### config.mk
export PLATFORM = sky130hd
export DESIGN_NAME = cache_miss_ctrl_flat
export DESIGN_NICKNAME = d
export VERILOG_FILES = /design/src/rtl/cache_miss_ctrl_if.sv /design/src/rtl/cache_miss_ctrl.sv /design/src/flat_wrapper.sv
export SDC_FILE = /design/constraint.sdc
export NUM_CORES = 1
export LEC_CHECK = 0
export ABC_AREA = 0
export CAP_MARGIN = 20
export CORE_MARGIN = 10
export CORE_UTILIZATION = 36
export DETAILED_ROUTE_END_ITERATION = 10
export PLACE_DENSITY = 0.82
export SETUP_SLACK_MARGIN = 0.05
export SLEW_MARGIN = 20
export SYNTH_ARGS = -nofsm -noshare
export SYNTH_HDL_FRONTEND = slang
export SYNTH_SLANG_ARGS = --single-unit
### constraint.sdc
create_clock -name clk -period 3.2 [get_ports clk]
set_input_delay 0.48 -clock clk [delete_from_list [all_inputs] [get_ports clk]]
set_output_delay 0.48 -clock clk [all_outputs]
set_load 0.03 [all_outputs]
### src/rtl/cache_miss_ctrl_if.sv
// Bundle of CPU-side, cache-side and main-memory signals for the cache miss/refill sequencer.
// slave = the sequencer, master = its surroundings (memory stage, cache arrays, memory port).
interface cache_miss_ctrl_if #(
  parameter int ADDR_WIDTH = 32,
  parameter int DATA_WIDTH = 32,
  parameter int LINE_WORDS = 4
);
  localparam int IDXW = $clog2(LINE_WORDS);

  logic                  read_en;
  logic                  write_en;
  logic [ADDR_WIDTH-1:0] addr;
  logic                  hit;
  logic                  victim_dirty;
  logic [ADDR_WIDTH-1:0] victim_base;
  logic [DATA_WIDTH-1:0] victim_word;
  logic                  stall;
  logic [IDXW-1:0]       victim_idx;
  logic                  fill_en;
  logic [IDXW-1:0]       fill_idx;
  logic [DATA_WIDTH-1:0] fill_data;
  logic                  fill_done;
  logic                  mem_req;
  logic                  mem_we;
  logic [ADDR_WIDTH-1:0] mem_addr;
  logic [DATA_WIDTH-1:0] mem_wdata;
  logic                  mem_ack;
  logic [DATA_WIDTH-1:0] mem_rdata;
  logic [31:0]           miss_count;
  logic [31:0]           wb_count;

  modport slave (
    input  read_en, write_en, addr, hit, victim_dirty, victim_base, victim_word,
           mem_ack, mem_rdata,
    output stall, victim_idx, fill_en, fill_idx, fill_data, fill_done,
           mem_req, mem_we, mem_addr, mem_wdata, miss_count, wb_count
  );

  modport master (
    output read_en, write_en, addr, hit, victim_dirty, victim_base, victim_word,
           mem_ack, mem_rdata,
    input  stall, victim_idx, fill_en, fill_idx, fill_data, fill_done,
           mem_req, mem_we, mem_addr, mem_wdata, miss_count, wb_count
  );
endinterface

### src/rtl/cache_miss_ctrl.sv
// Miss/refill sequencer: stalls on a miss, writes back a dirty victim, refills the line word-by-word.
// Optional performance counters are built only when CACHE_PERF_CNT_EN is defined.
module cache_miss_ctrl #(
  parameter int ADDR_WIDTH = 32,
  parameter int DATA_WIDTH = 32,
  parameter int LINE_WORDS = 4
) (
  input  logic             clk,
  input  logic             rst,
  cache_miss_ctrl_if.slave bus
);
  localparam int IDXW = $clog2(LINE_WORDS);
  localparam logic [ADDR_WIDTH-1:0] OFF_MASK = ADDR_WIDTH'(4 * LINE_WORDS - 1);
  localparam logic [IDXW-1:0]       LAST_IDX = IDXW'(LINE_WORDS - 1);

  typedef enum logic [1:0] {IDLE, EVICT, REFILL, COMMIT} state_t;

  state_t                state_reg;
  logic [IDXW-1:0]       cnt_reg;
  logic [ADDR_WIDTH-1:0] line_base_reg;
  logic [ADDR_WIDTH-1:0] vic_base_reg;

  logic                  miss;
  logic                  last_word;
  logic                  in_evict;
  logic                  in_refill;
  logic [ADDR_WIDTH-1:0] word_off;

  assign miss      = (bus.read_en | bus.write_en) & ~bus.hit;
  assign last_word = (cnt_reg == LAST_IDX);
  assign in_evict  = (state_reg == EVICT);
  assign in_refill = (state_reg == REFILL);
  assign word_off  = ADDR_WIDTH'({cnt_reg, 2'b00});

  always_ff @(posedge clk) begin
    if (rst) begin
      state_reg     <= IDLE;
      cnt_reg       <= '0;
      line_base_reg <= '0;
      vic_base_reg  <= '0;
    end else begin
      case (state_reg)
        IDLE: begin
          if (miss) begin
            line_base_reg <= bus.addr & ~OFF_MASK;
            vic_base_reg  <= bus.victim_base;
            cnt_reg       <= '0;
            state_reg     <= bus.victim_dirty ? EVICT : REFILL;
          end
        end
        EVICT: begin
          if (bus.mem_ack) begin
            if (last_word) begin
              cnt_reg   <= '0;
              state_reg <= REFILL;
            end else begin
              cnt_reg <= cnt_reg + 1'b1;
            end
          end
        end
        REFILL: begin
          // The counter wraps back to zero on the last word since LINE_WORDS is a power of two.
          if (bus.mem_ack) begin
            cnt_reg <= cnt_reg + 1'b1;
            if (last_word) state_reg <= COMMIT;
          end
        end
        COMMIT: state_reg <= IDLE;
        default: state_reg <= IDLE;
      endcase
    end
  end

  // Only IDLE stalls combinationally; every other state holds the pipeline.
  assign bus.stall      = (state_reg == IDLE) ? miss : 1'b1;
  assign bus.mem_req    = in_evict | in_refill;
  assign bus.mem_we     = in_evict;
  assign bus.mem_addr   = in_evict  ? (vic_base_reg + word_off)
                        : in_refill ? (line_base_reg + word_off)
                        : '0;
  assign bus.mem_wdata  = in_evict ? bus.victim_word : DATA_WIDTH'(0);
  assign bus.victim_idx = in_evict ? cnt_reg : '0;
  assign bus.fill_en    = in_refill & bus.mem_ack;
  assign bus.fill_idx   = in_refill ? cnt_reg : '0;
  assign bus.fill_data  = in_refill ? bus.mem_rdata : DATA_WIDTH'(0);
  assign bus.fill_done  = (state_reg == COMMIT);

`ifdef CACHE_PERF_CNT_EN
  logic [31:0] miss_count_reg;
  logic [31:0] wb_count_reg;

  always_ff @(posedge clk) begin
    if (rst) begin
      miss_count_reg <= '0;
      wb_count_reg   <= '0;
    end else if ((state_reg == IDLE) && miss) begin
      miss_count_reg <= miss_count_reg + 32'd1;
      if (bus.victim_dirty) wb_count_reg <= wb_count_reg + 32'd1;
    end
  end

  assign bus.miss_count = miss_count_reg;
  assign bus.wb_count   = wb_count_reg;
`else
  assign bus.miss_count = '0;
  assign bus.wb_count   = '0;
`endif
endmodule

### src/flat_wrapper.sv
// flat-port wrapper written by rule: the top's interface ports become plain ports
module cache_miss_ctrl_flat 
#(
  parameter int ADDR_WIDTH = 32,
  parameter int DATA_WIDTH = 32,
  parameter int LINE_WORDS = 4
)
  (clk, rst, bus_read_en, bus_write_en, bus_addr, bus_hit, bus_victim_dirty, bus_victim_base, bus_victim_word, bus_mem_ack, bus_mem_rdata, bus_stall, bus_victim_idx, bus_fill_en, bus_fill_idx, bus_fill_data, bus_fill_done, bus_mem_req, bus_mem_we, bus_mem_addr, bus_mem_wdata, bus_miss_count, bus_wb_count);
  cache_miss_ctrl_if #(.ADDR_WIDTH(ADDR_WIDTH), .DATA_WIDTH(DATA_WIDTH), .LINE_WORDS(LINE_WORDS)) bus_i ();
  input  logic clk;
  input  logic rst;
  input wire logic [$bits(bus_i.read_en)-1:0] bus_read_en;
  input wire logic [$bits(bus_i.write_en)-1:0] bus_write_en;
  input wire logic [$bits(bus_i.addr)-1:0] bus_addr;
  input wire logic [$bits(bus_i.hit)-1:0] bus_hit;
  input wire logic [$bits(bus_i.victim_dirty)-1:0] bus_victim_dirty;
  input wire logic [$bits(bus_i.victim_base)-1:0] bus_victim_base;
  input wire logic [$bits(bus_i.victim_word)-1:0] bus_victim_word;
  input wire logic [$bits(bus_i.mem_ack)-1:0] bus_mem_ack;
  input wire logic [$bits(bus_i.mem_rdata)-1:0] bus_mem_rdata;
  output wire logic [$bits(bus_i.stall)-1:0] bus_stall;
  output wire logic [$bits(bus_i.victim_idx)-1:0] bus_victim_idx;
  output wire logic [$bits(bus_i.fill_en)-1:0] bus_fill_en;
  output wire logic [$bits(bus_i.fill_idx)-1:0] bus_fill_idx;
  output wire logic [$bits(bus_i.fill_data)-1:0] bus_fill_data;
  output wire logic [$bits(bus_i.fill_done)-1:0] bus_fill_done;
  output wire logic [$bits(bus_i.mem_req)-1:0] bus_mem_req;
  output wire logic [$bits(bus_i.mem_we)-1:0] bus_mem_we;
  output wire logic [$bits(bus_i.mem_addr)-1:0] bus_mem_addr;
  output wire logic [$bits(bus_i.mem_wdata)-1:0] bus_mem_wdata;
  output wire logic [$bits(bus_i.miss_count)-1:0] bus_miss_count;
  output wire logic [$bits(bus_i.wb_count)-1:0] bus_wb_count;
  assign bus_i.read_en = bus_read_en;
  assign bus_i.write_en = bus_write_en;
  assign bus_i.addr = bus_addr;
  assign bus_i.hit = bus_hit;
  assign bus_i.victim_dirty = bus_victim_dirty;
  assign bus_i.victim_base = bus_victim_base;
  assign bus_i.victim_word = bus_victim_word;
  assign bus_i.mem_ack = bus_mem_ack;
  assign bus_i.mem_rdata = bus_mem_rdata;
  assign bus_stall = bus_i.stall;
  assign bus_victim_idx = bus_i.victim_idx;
  assign bus_fill_en = bus_i.fill_en;
  assign bus_fill_idx = bus_i.fill_idx;
  assign bus_fill_data = bus_i.fill_data;
  assign bus_fill_done = bus_i.fill_done;
  assign bus_mem_req = bus_i.mem_req;
  assign bus_mem_we = bus_i.mem_we;
  assign bus_mem_addr = bus_i.mem_addr;
  assign bus_mem_wdata = bus_i.mem_wdata;
  assign bus_miss_count = bus_i.miss_count;
  assign bus_wb_count = bus_i.wb_count;
  cache_miss_ctrl #(.ADDR_WIDTH(ADDR_WIDTH), .DATA_WIDTH(DATA_WIDTH), .LINE_WORDS(LINE_WORDS)) u_core (.clk(clk), .rst(rst), .bus(bus_i));
endmodule
Word level (Yosys, flattened, before mapping). Index checks and enable logic that the tools add are counted.

Register bits after elaboration: 64. Latch bits: 0. Memory bits (writable): 0. Bits in read-only memories: 0. Input port bits: 135. Output and inout port bits: 169. Word-level logic and storage cells: 45. Memories: 0.

Add/sub/neg operators: 3. Multipliers: 0. Div/mod/pow operators: 0. Order comparisons: 0. Equality and inequality tests: 9. Shift operators: 0. Muxes and demuxes: 19. Bitwise gates (word level): 5. Reductions and logical operators: 5.

Operator list (count): $mux W32 (4); $add A32 B4 Y32 (2); $mux W2 (12); $pmux W2 S4 (1); $eq A2 B2 Y1 const B (3); $ne A2 B1 Y1 const B (3); $pmux W2 S3 (1); $reduce_and A5 Y1 (1); $ne A2 B2 Y1 const B (2); $reduce_and A4 Y1 (1); $reduce_bool A3 Y1 (1); $add A2 B1 Y2 const B (1); $and A1 B1 Y1 (2); $eq A2 B1 Y1 const B (1); $logic_not A2 Y1 (1); $or A1 B1 Y1 (2); $reduce_and A2 Y1 (1); $mux W1 (1); $not A1 Y1 (1).

Depth between registers and ports, before layout. Gate-level depths: netlist of the first run.

Depth after elaboration: 4. Gate-level depth with buffers: 9. Mapped depth without buffers: 7.

Worst setup path before layout of the first run. OpenSTA, ideal clock, no wires.

Path kind: reg-to-output. Start: reg u_core.cnt_reg[0]. End: out bus_mem_addr[20]. Arrival time: 2.705 ns. Data required time: 2.720 ns. Setup slack: 0.015 ns. Stages on the path, launching flop included: 9. Buffers on the path: 1. Path through: dfxtp_1 -> ha_1 -> inv_1 -> fa_1 -> nand4b_1 -> or2_2 -> clkbuf_1 -> or4_1 -> a31oi_1.

Longest elaborated chain between the ends: 3. Elaborated cells on any way between the ends: 4. Those cells by class: 2 x add/sub; 2 x mux.

Ends and longest elaborated chain: start: declaration (line cache_miss_ctrl.sv:19) `logic [IDXW-1:0] cnt_reg;`; start signal: assignment (line cache_miss_ctrl.sv:57) `cnt_reg <= cnt_reg + 1'b1;`; start signal: assignment (line cache_miss_ctrl.sv:64) `cnt_reg <= cnt_reg + 1'b1;`; $add A32 B4 Y32 (line cache_miss_ctrl.sv:79) `: in_refill ? (line_base_reg + word_off)`; $mux W32 (line cache_miss_ctrl.sv:79); $mux W32 * (line cache_miss_ctrl.sv:78) `assign bus.mem_addr = in_evict ? (vic_base_reg + word_off)`; end: declaration (line flat_wrapper.sv:29) `output wire logic [$bits(bus_i.mem_addr)-1:0] bus_mem_addr;`.

Every way passes the cells marked *; elsewhere a longest branch is shown, timed or not.

Final worst setup path of the first run.
Start: reg u_core.cnt_reg[0]. End: out bus_mem_addr[30].

The elaborated chain is that of the path after synthesis.

==> results.sh, run 1 <==
export IMPL_hp_class="reg2reg"
export IMPL_peakVddDrop_mv=0.274
export IMPL_hold_depth=2
export IMPL_synth_compound_area_share_pct=15.7
export IMPL_crit_required_ps=2720
export IMPL_syn_inst=620
export IMPL_final_common_cell="clkdlybuf4s50_1"
export IMPL_initial_core_util_pct=36.7
export IMPL_muxShareOfSynthArea_pct=1.16
export IMPL_die_y_um=131
export IMPL_coreArea_um2=12000
export IMPL_chipWidth_um=131
export IMPL_drt_iter0_drc=401
export IMPL_path_buf_inv=3
export IMPL_powerDensity_nw_per_um2=563
export IMPL_r2r_setup_slack_ps=990
export IMPL_grt_pass1_vias=4339
export IMPL_tritoncts="yes"
export IMPL_layout_nets=986
export IMPL_min_period_over_period_pct=97.7
export IMPL_synth_edf_count=0
export IMPL_rr_worst_depth=7
export IMPL_hold_viol_final=0
export IMPL_p_comb_share_pct=50.3
export IMPL_final_cell_mix="clkdlybuf4s50_1 (211), nand2_1 (141), and2_1 (70)"
export IMPL_cts_buffers=9
export IMPL_swShare_pct=42.5
export IMPL_seqPwrFrac_pct=26.2
export IMPL_synth_distinct_cells=48
export IMPL_ant_nets=0
export IMPL_ctsLongestPathBuffers=2
export IMPL_largest_reg_flops=32
export IMPL_drv_slew=0
export IMPL_worstMarginPinSlew_ps=619
export IMPL_grt_max_degree=61
export IMPL_p_total_mw=3.99
export IMPL_synth_xor_area_share_pct=2.38
export IMPL_io_buffers=235
export IMPL_num_io_pins=304
export IMPL_status="completed"
export IMPL_critical_path_class="reg2out"
export IMPL_crit_path_start_kind="flip-flop"
export IMPL_finClkSkew_ps=5.22
export IMPL_p_leak_nw=2.72
export IMPL_syn_area_um2=4410
export IMPL_routed_via_count=4823
export IMPL_post_route_cells_drive_above_1_share_pct=9.68
export IMPL_worst_endpoint_arrival_ps=2650
export IMPL_fin_util_pct=59.0
export IMPL_crit_family="compound AO/OA/AOI/OAI gates"
export IMPL_cp_end_kind="output port"
export IMPL_first_pass_iters=5
export IMPL_reg2reg_to="u_core.cnt_reg[0]"
export IMPL_relSlewSlack_pct=58.7
export IMPL_num_rows=40
export IMPL_die_area_um2=17100
export IMPL_antennaDiodeCount=0
export IMPL_switchingPower_mw=1.70
export IMPL_yosys_area_share_simple_pct=32.9
export IMPL_yosysWarnings=0
export IMPL_fmax_mhz=320
export IMPL_routed_wl_um=17500
export IMPL_min_from="u_core.vic_base_reg[0]"
export IMPL_drc=0
export IMPL_grt_first_pass_wirelength_um=24300
export IMPL_rsz0062_at_grt="true"
export IMPL_fillCellCount=1077
export IMPL_grt_total_usage_pct=18.4
export IMPL_syn2layout_area_growth_pct=60.9
export IMPL_internal_power_mw=2.30
export IMPL_insertion_delay_ps=330
export IMPL_cts_sinks=64
export IMPL_synth_flop_cell="dfxtp_1"
export IMPL_cp_slowest_cell="fa_2"
export IMPL_wl_per_cell_um=17.6
export IMPL_synth_seq_cells=64
export IMPL_clk_pin_slew_ps=60
export IMPL_place_congestion=0.890
export IMPL_avgSynthCellArea_um2=7.11
export IMPL_h_tree_depth=3
export IMPL_cp_max_fo=3
export IMPL_r2r_start="u_core.state_reg[1]"
export IMPL_setup_viol=0
export IMPL_synth_fa_ha_area_share_pct=2.72
export IMPL_async_flop_share_pct=0
export IMPL_gr_total_overflow=0
export IMPL_max_stage_delay_ps=380
export IMPL_path_cells="ha_4, inv_2, fa_2, nand4b_1, or2_4, buf_4, o311a_1, a311o_1, buf_2"
export IMPL_viasPerCell=4.85
export IMPL_ys_seq_area_share_pct=29.1
export IMPL_ctsRootBufferMaster="clkbuf_16"
export IMPL_grt_antenna_before_repair=0
export IMPL_power_frac_clock_pct=23.5
export IMPL_fin_crit_ps=3130
export IMPL_synth_top_family_by_area="simple AND/OR/NAND/NOR gates"
export IMPL_dp_hpwl_um=14100
export IMPL_maxCapViolations=0
export IMPL_hold_end="u_core.vic_base_reg[0]"
==> power by group through the flow <==
stage               logic, mW  clock network [mW]  registers, mW
global placement         1.99                   0           1.05
CTS                      2.01               0.951           1.04
floorplan                1.25                   0           1.03
global route             2.15               0.988           1.06
detailed placement       2.01                   0           1.05
finish                   2.01               0.937           1.05
==> worst max-delay path by stage <==
stage	endpoint	cells after the start	slack (ps)	startpoint
after detailed placement	bus_mem_addr[28]	9	-5	u_core.vic_base_reg[2]
after global placement	bus_mem_addr[30]	8	30	u_core.vic_base_reg[2]
after floorplan	bus_mem_addr[20]	8	140	u_core.cnt_reg[0]
final	bus_mem_addr[30]	9	70	u_core.cnt_reg[0]
after CTS	bus_mem_addr[11]	7	40	u_core.cnt_reg[1]
after global routing	bus_mem_addr[18]	9	-40	u_core.cnt_reg[0]
==> layout make-up <==
cell class / count / area, µm² / share of cell area (%)
Inverter: 11 / 41.3 / 0.582
Clock buffer: 11 / 253 / 3.56
Clock inverter: 5 / 40.0 / 0.565
Tap cell: 147 / 184 / 2.59
Timing Repair Buffer: 258 / 2560 / 36.1
Multi-Input combinational cell: 498 / 2730 / 38.5
Sequential cell: 64 / 1280 / 18.1
==> worst register-to-register path: stages (launching register included) <==
cell and delay, ps:
dfxtp_1 420, inv_1 90, ha_2 210, buf_4 250, or2_2 340, a221oi_1 450
mux2i_1 240, nor2_1 70
==> synth_stat cells (6+ instances only) <==
cell type,instances,area (µm²)
a21oi_1,69,345
a31oi_1,6,37.5
and2_1,70,438
buf_4,64,480
clkbuf_1,42,158
dfxtp_1,64,1280
ha_1,8,100
inv_1,11,41.3
nand2_1,141,529
nand3_1,18,90.1
nand4_1,6,37.5
nor2_1,11,41.3
nor4_1,7,43.8
o211ai_1,9,67.6
o21ai_0,13,65.1
or4_1,9,67.6
xnor2_1,10,87.6
==> what timing repair did <==
action | CTS | global route
resized for setup | 16 | 16
setup buffers | 1 | 1
hold buffers | 0 | 0
setup endpoints to repair | 8 | 13
pin swaps | 3 | 8
==> stage by stage <==
| stage | cells | cell area [µm²] | worst slack [ps] | hold WS, ps | setup TNS (ps) |
|---|---|---|---|---|---|
| 2_1_floorplan | 683 | 4650 | 137 | 432 | 0 |
| 3_3_place_gp | 976 | 6720 | 30.2 | 438 | 0 |
| 3_5_place_dp | 976 | 6720 | -4.66 | 443 | -4.66 |
| 4_1_cts | 993 | 7040 | 41.0 | 450 | 0 |
| 5_1_grt | 994 | 7090 | -42.3 | 480 | -46.2 |
| 6_report | 994 | 7090 | 73.2 | 450 | 0 |
==> logic make-up after synthesis <==
group,after synthesis
simple gates,291
compound gates,117
flops,64
mux,5
fa+ha+maj,9
other cells,1
xor+xnor,12
buf+inv,121
==> metal layers <==
layer	share of wire (%)	GRT usage [%]	routed length, µm	vias to the layer above
met2	50	32.4	8700	225
met4	1.6	5.82	283	0
met3	9.6	6.04	1680	15
li1	-	-	-	2394
met5	0	0	0	-
met1	39	20.5	6860	2189
(Power assumes the default switching activity.)
==> inputs of run 2 (changes only) <==
--- a/config.mk
+++ b/config.mk
@@ -5,10 +5,10 @@
 export SDC_FILE = /design/constraint.sdc
 export NUM_CORES = 1
 export LEC_CHECK = 0
-export ABC_AREA = 0
+export ABC_AREA = 1
 export CAP_MARGIN = 20
 export CORE_MARGIN = 10
-export CORE_UTILIZATION = 36
+export CORE_UTILIZATION = 37
 export DETAILED_ROUTE_END_ITERATION = 10
 export PLACE_DENSITY = 0.82
 export SETUP_SLACK_MARGIN = 0.05
==> run 2 against run 1 <==
  * Count of clock-buffer cells in the layout up 1
  * Worst hold slack lost 4.1 ps
  * Maximum frequency increased by 4.3%
  * Combinational power increased by 39%
  * Critical endpoint is now bus_mem_addr[4]
  * Largest power group unchanged
==> results.sh, run 2 <==
export IMPL_num_rows=41
export IMPL_grt_antenna_before_repair=1
export IMPL_cp_slowest_cell="clkdlybuf4s50_1"
export IMPL_synth_distinct_cells=32
export IMPL_synth_edf_count=0
export IMPL_critical_path_class="reg2out"
export IMPL_wl_per_cell_um=15.3
export IMPL_crit_path_start_kind="flip-flop"
export IMPL_tritoncts="yes"
export IMPL_yosysMostFrequentCell="nand2_1"
export IMPL_p_leak_nw=3.68
export IMPL_num_io_pins=304
export IMPL_post_place_ws_ps=244
export IMPL_p_total_mw=4.80
export IMPL_hold_viol_final=0
export IMPL_layout_nets=1152
export IMPL_internal_power_mw=2.52
export IMPL_rr_worst_depth=6
export IMPL_cp_max_fo=7
export IMPL_insertion_delay_ps=330
export IMPL_die_y_um=133
export IMPL_critPathMostFrequentCell="inv_1"
export IMPL_avgSynthCellArea_um2=5.98
export IMPL_max_stage_delay_ps=730
export IMPL_ctsLongestPathBuffers=2
export IMPL_ys_seq_area_share_pct=27.2
export IMPL_io_buffers=235
export IMPL_yosysWarnings=0
export IMPL_chipWidth_um=133
export IMPL_clk_pin_slew_ps=50
export IMPL_relSlewSlack_pct=32.1
export IMPL_worst_endpoint_arrival_ps=2520
export IMPL_cts_sinks=64
export IMPL_grt_first_pass_wirelength_um=27900
export IMPL_power_frac_clock_pct=18.5
export IMPL_die_area_um2=17700
export IMPL_post_route_cells_drive_above_1_share_pct=4.94
export IMPL_setup_slack_ps=203
export IMPL_antennaDiodeCount=0
export IMPL_synth_top_area_cell="dfxtp_1"
export IMPL_cp_end_kind="output port"
export IMPL_initial_core_util_pct=37.5
export IMPL_ctsRootBufferMaster="clkbuf_16"
export IMPL_crit_required_ps=2720
export IMPL_hp_class="reg2reg"
export IMPL_largest_reg_flops=32
export IMPL_cts_hold_fix_buffers=0
export IMPL_syn_inst=789
export IMPL_dp_hpwl_um=14600
export IMPL_place_congestion=0.913
export IMPL_viasPerCell=4.49
export IMPL_async_flop_share_pct=0
export IMPL_routed_via_count=5322
export IMPL_syn2layout_area_growth_pct=54.1
export IMPL_fin_crit_ps=3000
export IMPL_finClkSkew_ps=3.72
export IMPL_synth_seq_cells=64
export IMPL_cts_buffers=9
export IMPL_swShare_pct=47.5
export IMPL_synth_top_area_share_pct=27.2
export IMPL_routed_wl_um=18100
export IMPL_rsz0062_at_grt="false"
export IMPL_synth_flop_cell="dfxtp_1"
export IMPL_status="completed"
export IMPL_gr_total_overflow=0
export IMPL_netlist_top_cells_count="nand2_1 (197), inv_1 (155), o21ai_0 (75), a21oi_1 (68), buf_4 (65)"
export IMPL_drc=0
export IMPL_peakVddDrop_mv=0.410
export IMPL_powerDensity_nw_per_um2=661
export IMPL_fmax_mhz=334
export IMPL_grt_total_usage_pct=19.6
export IMPL_fillCellCount=1231
export IMPL_hold_depth=2
export IMPL_synth_area_leaders="dfxtp_1 (27%), nand2_1 (16%), inv_1 (12%), buf_4 (10%), o21ai_0 (8.0%)"
export IMPL_syn_area_um2=4720
export IMPL_first_pass_iters=5
export IMPL_maxCapViolations=0
export IMPL_min_period_over_period_pct=93.7
export IMPL_seqPwrFrac_pct=23.4
export IMPL_drv_slew=0
export IMPL_ant_nets=0
export IMPL_fin_tns_setup_ps=0
export IMPL_grt_max_degree=121
export IMPL_final_common_cell="clkdlybuf4s50_1"
export IMPL_switchingPower_mw=2.28
export IMPL_drt_iter0_drc=378
export IMPL_path_cells="inv_1, ha_2, inv_2, nor2_1, inv_1, o22ai_1, clkdlybuf4s50_1"
export IMPL_h_tree_depth=3
export IMPL_final_cell_mix="clkdlybuf4s50_1 (211), nand2_1 (197), inv_1 (155)"
export IMPL_coreArea_um2=12600
export IMPL_p_comb_share_pct=58.0
export IMPL_setup_viol=0
export IMPL_worstMarginPinSlew_ps=1020
export IMPL_grt_pass1_vias=5258
[run 2: cell count changes after synthesis, moves of 10 or more]
cell	delta
and2_1	-70
clkbuf_1	-26
nand2_1	+56
buf_2	+11
o21ai_0	+62
inv_1	+144
nand3_1	+22
xnor2_1	-10
nor2_1	+30
[run 2: layer usage]
metal,GRT usage [%],vias up,part of all wire (%)
met1,20.1,2343,36
met5,0,-,0.072
met3,8.86,27,11
met4,5.20,2,1.7
li1,-,2719,-
met2,35.2,231,51
[run 2: power groups by stage]
stage	sequential (mW)	clock [mW]	combinational, mW
after floorplan	1.11	0	1.80
final	1.13	0.891	2.79
after detailed placement	1.14	0	2.82
after global routing	1.15	0.946	3.05
after global placement	1.13	0	2.80
after CTS	1.12	0.914	2.82
[run 2: logic make-up (layout without fill, tap and decap cells)]
family | count (synthesis) | count (layout) | share of synthesized area [%]
adders and majority gates | 9 | 9 | 2.55
DFF | 64 | 64 | 27.2
other | 1 | 64 | 0.0795
buffers and inverters | 257 | 418 | 26.1
AOI/OAI and AO/OA | 157 | 157 | 17.1
and+or+nand+nor | 299 | 299 | 26.7
xor gates and xnor gates | 2 | 2 | 0.371
[run 2: what timing repair did]
item,in CTS,in global routing
resized for setup,10,18
endpoints found under the setup margin,10,17
endpoints found under the hold margin,0,0
setup buffers,0,0
[run 2: area by class of cell]
type	instances	area, µm²	area share, %
Clock buffer	12	246	3.39
Inverter	158	594	8.18
Tap cell	172	215	2.96
Clock inverter	4	20.0	0.275
Timing Repair Buffer	244	2450	33.7
Sequential cell	64	1280	17.6
Multi-Input combinational cell	531	2460	33.9
[run 2: worst paths after layout]
| kind | end | from | slack, ps |
|---|---|---|---|
| max | bus_mem_addr[4] | u_core.state_reg[0] | 200 |
| min | u_core.line_base_reg[16] | u_core.line_base_reg[16] | 450 |
| max reg2reg | u_core.vic_base_reg[12] | u_core.state_reg[0] | 970 |
| min reg2reg | u_core.line_base_reg[16] | u_core.line_base_reg[16] | 450 |
[run 2: worst max-delay path, delay by kind of cell, from the launching register on]
| family | cells | cell delay [ps] |
|---|---|---|
| AND/OR/NAND/NOR | 1 | 190 |
| adder cells (fa/ha/maj) | 1 | 300 |
| flip-flops | 1 | 340 |
| AO/OA/AOI/OAI | 1 | 220 |
| buffers and inverters | 4 | 1130 |
[run 2: per-stage QoR]
step                      instances  area [µm²]  utilization [%]  hold WS, ps
after global routing           1185        7270             57.8          466
after global placement         1169        6980             55.5          432
after CTS                      1185        7230             57.6          447
after floorplan                 852        4950                -          424
final                          1185        7270             57.8          446
after detailed placement       1169        6980             55.5          439
==> inputs of run 3 (changes only) <==
--- a/config.mk
+++ b/config.mk
@@ -7,10 +7,11 @@
 export LEC_CHECK = 0
 export ABC_AREA = 1
 export CAP_MARGIN = 20
-export CORE_MARGIN = 10
-export CORE_UTILIZATION = 37
+export CORE_AREA = 10 10 109 111
 export DETAILED_ROUTE_END_ITERATION = 10
-export PLACE_DENSITY = 0.82
+export DIE_AREA = 0 0 119 121
+export DONT_BUFFER_PORTS = 1
+export HOLD_SLACK_MARGIN = 0.03
 export SETUP_SLACK_MARGIN = 0.05
 export SLEW_MARGIN = 20
 export SYNTH_ARGS = -nofsm -noshare
==> run 3 against run 2 <==
  * Utilization is 7.3 points lower
  * Global-route usage grew 0.84 points
  * Worst setup slack gained 170 ps
  * Worst hold slack worse by 140 ps
  * Routed wire length fell by 13%
  * Critical path depth up 3
  * Cell area shrank 33%
  * Die area decreased by 19%
  * Combinational power is 24% lower
  * First-iteration DRC count is 17% lower
  * Non-clock buffer count fell by 224
  * Critical path type unchanged
  * Largest cell class unchanged
==> results.sh, run 3 (synthesis gave the netlist of run 2 again) <==
export IMPL_wl_per_cell_um=17.1
export IMPL_die_area_um2=14400
export IMPL_hold_depth=2
export IMPL_fin_tns_setup_ps=0
export IMPL_internal_power_mw=1.78
export IMPL_cts_sinks=64
export IMPL_crit_path_start_kind="flip-flop"
export IMPL_relSlewSlack_pct=53.8
export IMPL_min_period_over_period_pct=88.4
export IMPL_place_congestion=0.873
export IMPL_routed_wl_um=15700
export IMPL_num_io_pins=304
export IMPL_gr_total_overflow=0
export IMPL_cp_end_kind="output port"
export IMPL_clk_pin_slew_ps=90
export IMPL_crit_required_ps=2720
export IMPL_routed_via_count=4449
export IMPL_final_common_cell="nand2_1"
export IMPL_post_route_cells_drive_above_1_share_pct=7.60
export IMPL_setup_viol=0
export IMPL_insertion_delay_ps=370
export IMPL_max_stage_delay_ps=480
export IMPL_rsz0062_at_grt="false"
export IMPL_layout_nets=928
export IMPL_cp_max_fo=5
export IMPL_num_rows=36
export IMPL_worst_endpoint_arrival_ps=2350
export IMPL_hp_class="in2reg"
export IMPL_ctsLongestPathBuffers=2
export IMPL_ctsRootBufferMaster="clkbuf_8"
export IMPL_first_pass_iters=7
export IMPL_grt_max_degree=69
export IMPL_hold_viol_final=0
export IMPL_chipWidth_um=119
export IMPL_path_buf_inv=3
export IMPL_seqPwrFrac_pct=28.4
export IMPL_grt_first_pass_wirelength_um=23900
export IMPL_peakVddDrop_mv=0.429
export IMPL_ctsResizeCount=0
export IMPL_power_frac_clock_pct=18.3
export IMPL_grt_pass1_vias=4472
export IMPL_syn2layout_area_growth_pct=3.16
export IMPL_io_buffers=0
export IMPL_path_cells="inv_1, fa_1, nor2_4, nand2_4, clkinv_2, nand2_2, nand2_1, nand2_1, o22ai_1, buf_4"
export IMPL_switchingPower_mw=2.18
export IMPL_largest_reg_flops=32
export IMPL_p_leak_nw=2.56
export IMPL_dp_hpwl_um=12800
export IMPL_final_cell_mix="nand2_1 (197), inv_1 (155), o21ai_0 (75)"
export IMPL_drv_slew=0
export IMPL_fmax_mhz=354
export IMPL_drt_iter0_drc=314
export IMPL_cp_slowest_cell="fa_1"
export IMPL_post_place_ws_ps=736
export IMPL_swShare_pct=55.1
export IMPL_grt_total_usage_pct=20.4
export IMPL_maxCapViolations=0
export IMPL_initial_core_util_pct=48.9
export IMPL_grt_antenna_before_repair=0
export IMPL_cp_depth=10
export IMPL_setup_slack_ps=372
export IMPL_antennaDiodeCount=0
export IMPL_status="completed"
export IMPL_fin_crit_ps=2830
export IMPL_rr_worst_depth=8
export IMPL_cts_buffers=9
export IMPL_worstMarginPinSlew_ps=688
export IMPL_p_comb_share_pct=53.3
export IMPL_h_tree_depth=3
export IMPL_viasPerCell=4.83
export IMPL_fillCellCount=1022
export IMPL_powerDensity_nw_per_um2=814
export IMPL_coreArea_um2=9640
export IMPL_critical_path_class="reg2out"
export IMPL_cts_hold_fix_buffers=0
export IMPL_critPathMostFrequentCell="nand2_1"
export IMPL_crit_family="adder cells"
export IMPL_postCtsSetupBuffers=0
export IMPL_drc=0
export IMPL_die_y_um=121
export IMPL_finClkSkew_ps=10.8
export IMPL_ant_nets=0
export IMPL_tritoncts="yes"
## run 3: power groups by stage
stage,clock (mW),combinational (mW),sequential (mW)
final,0.725,2.11,1.13
after global routing,0.780,2.31,1.15
after CTS,0.739,2.13,1.13
after detailed placement,0,2.12,1.14
after global placement,0,2.10,1.14
after floorplan,0,1.80,1.11
## run 3: final cells by class
cell class / instances / area (µm²) / share of cell area (%)
inverter: 158 / 594 / 12.2
sequential: 64 / 1280 / 26.3
clock buffer: 9 / 124 / 2.54
timing repair buffer: 20 / 163 / 3.34
clock inverter: 7 / 80.1 / 1.65
tap: 133 / 166 / 3.42
multi-input combinational: 531 / 2460 / 50.5
## run 3: per-layer routing
| metal | global-route usage, % | up-vias | wire [µm] |
|---|---|---|---|
| li1 | - | 2267 | - |
| met1 | 21.8 | 1967 | 6110 |
| met2 | 35.5 | 207 | 7800 |
| met3 | 10.2 | 8 | 1680 |
| met4 | 4.66 | 0 | 128 |
| met5 | 0 | - | 0 |
## run 3: worst reg2reg max path: cells and delay by family, from the launching register on
family / cells / cell delay (ps)
buffers and inverters: 2 / 570
AND/OR/NAND/NOR: 3 / 560
flip-flops: 1 / 350
AO/OA/AOI/OAI: 2 / 270
adder cells (fa/ha/maj): 1 / 200
## run 3: path summary, 6_finish.rpt
path,from,endpoint,slack [ps]
max reg2reg,u_core.state_reg[0],u_core.cnt_reg[1],1180
min reg2reg,u_core.vic_base_reg[0],u_core.vic_base_reg[0],450
max,u_core.cnt_reg[1],bus_mem_addr[14],370
min,bus_addr[13],u_core.line_base_reg[13],310
## run 3: through the flow
stage / cell area [µm²] / util (%) / hold slack [ps] / power, mW / instances
floorplan: 4950 / - / 424 / 2.91 / 852
global placement: 4660 / 48.4 / 433 / 3.24 / 906
detailed placement: 4660 / 48.4 / 438 / 3.27 / 906
CTS: 4870 / 50.5 / 298 / 4.00 / 922
global route: 4870 / 50.5 / 306 / 4.24 / 922
finish: 4870 / 50.5 / 309 / 3.96 / 922
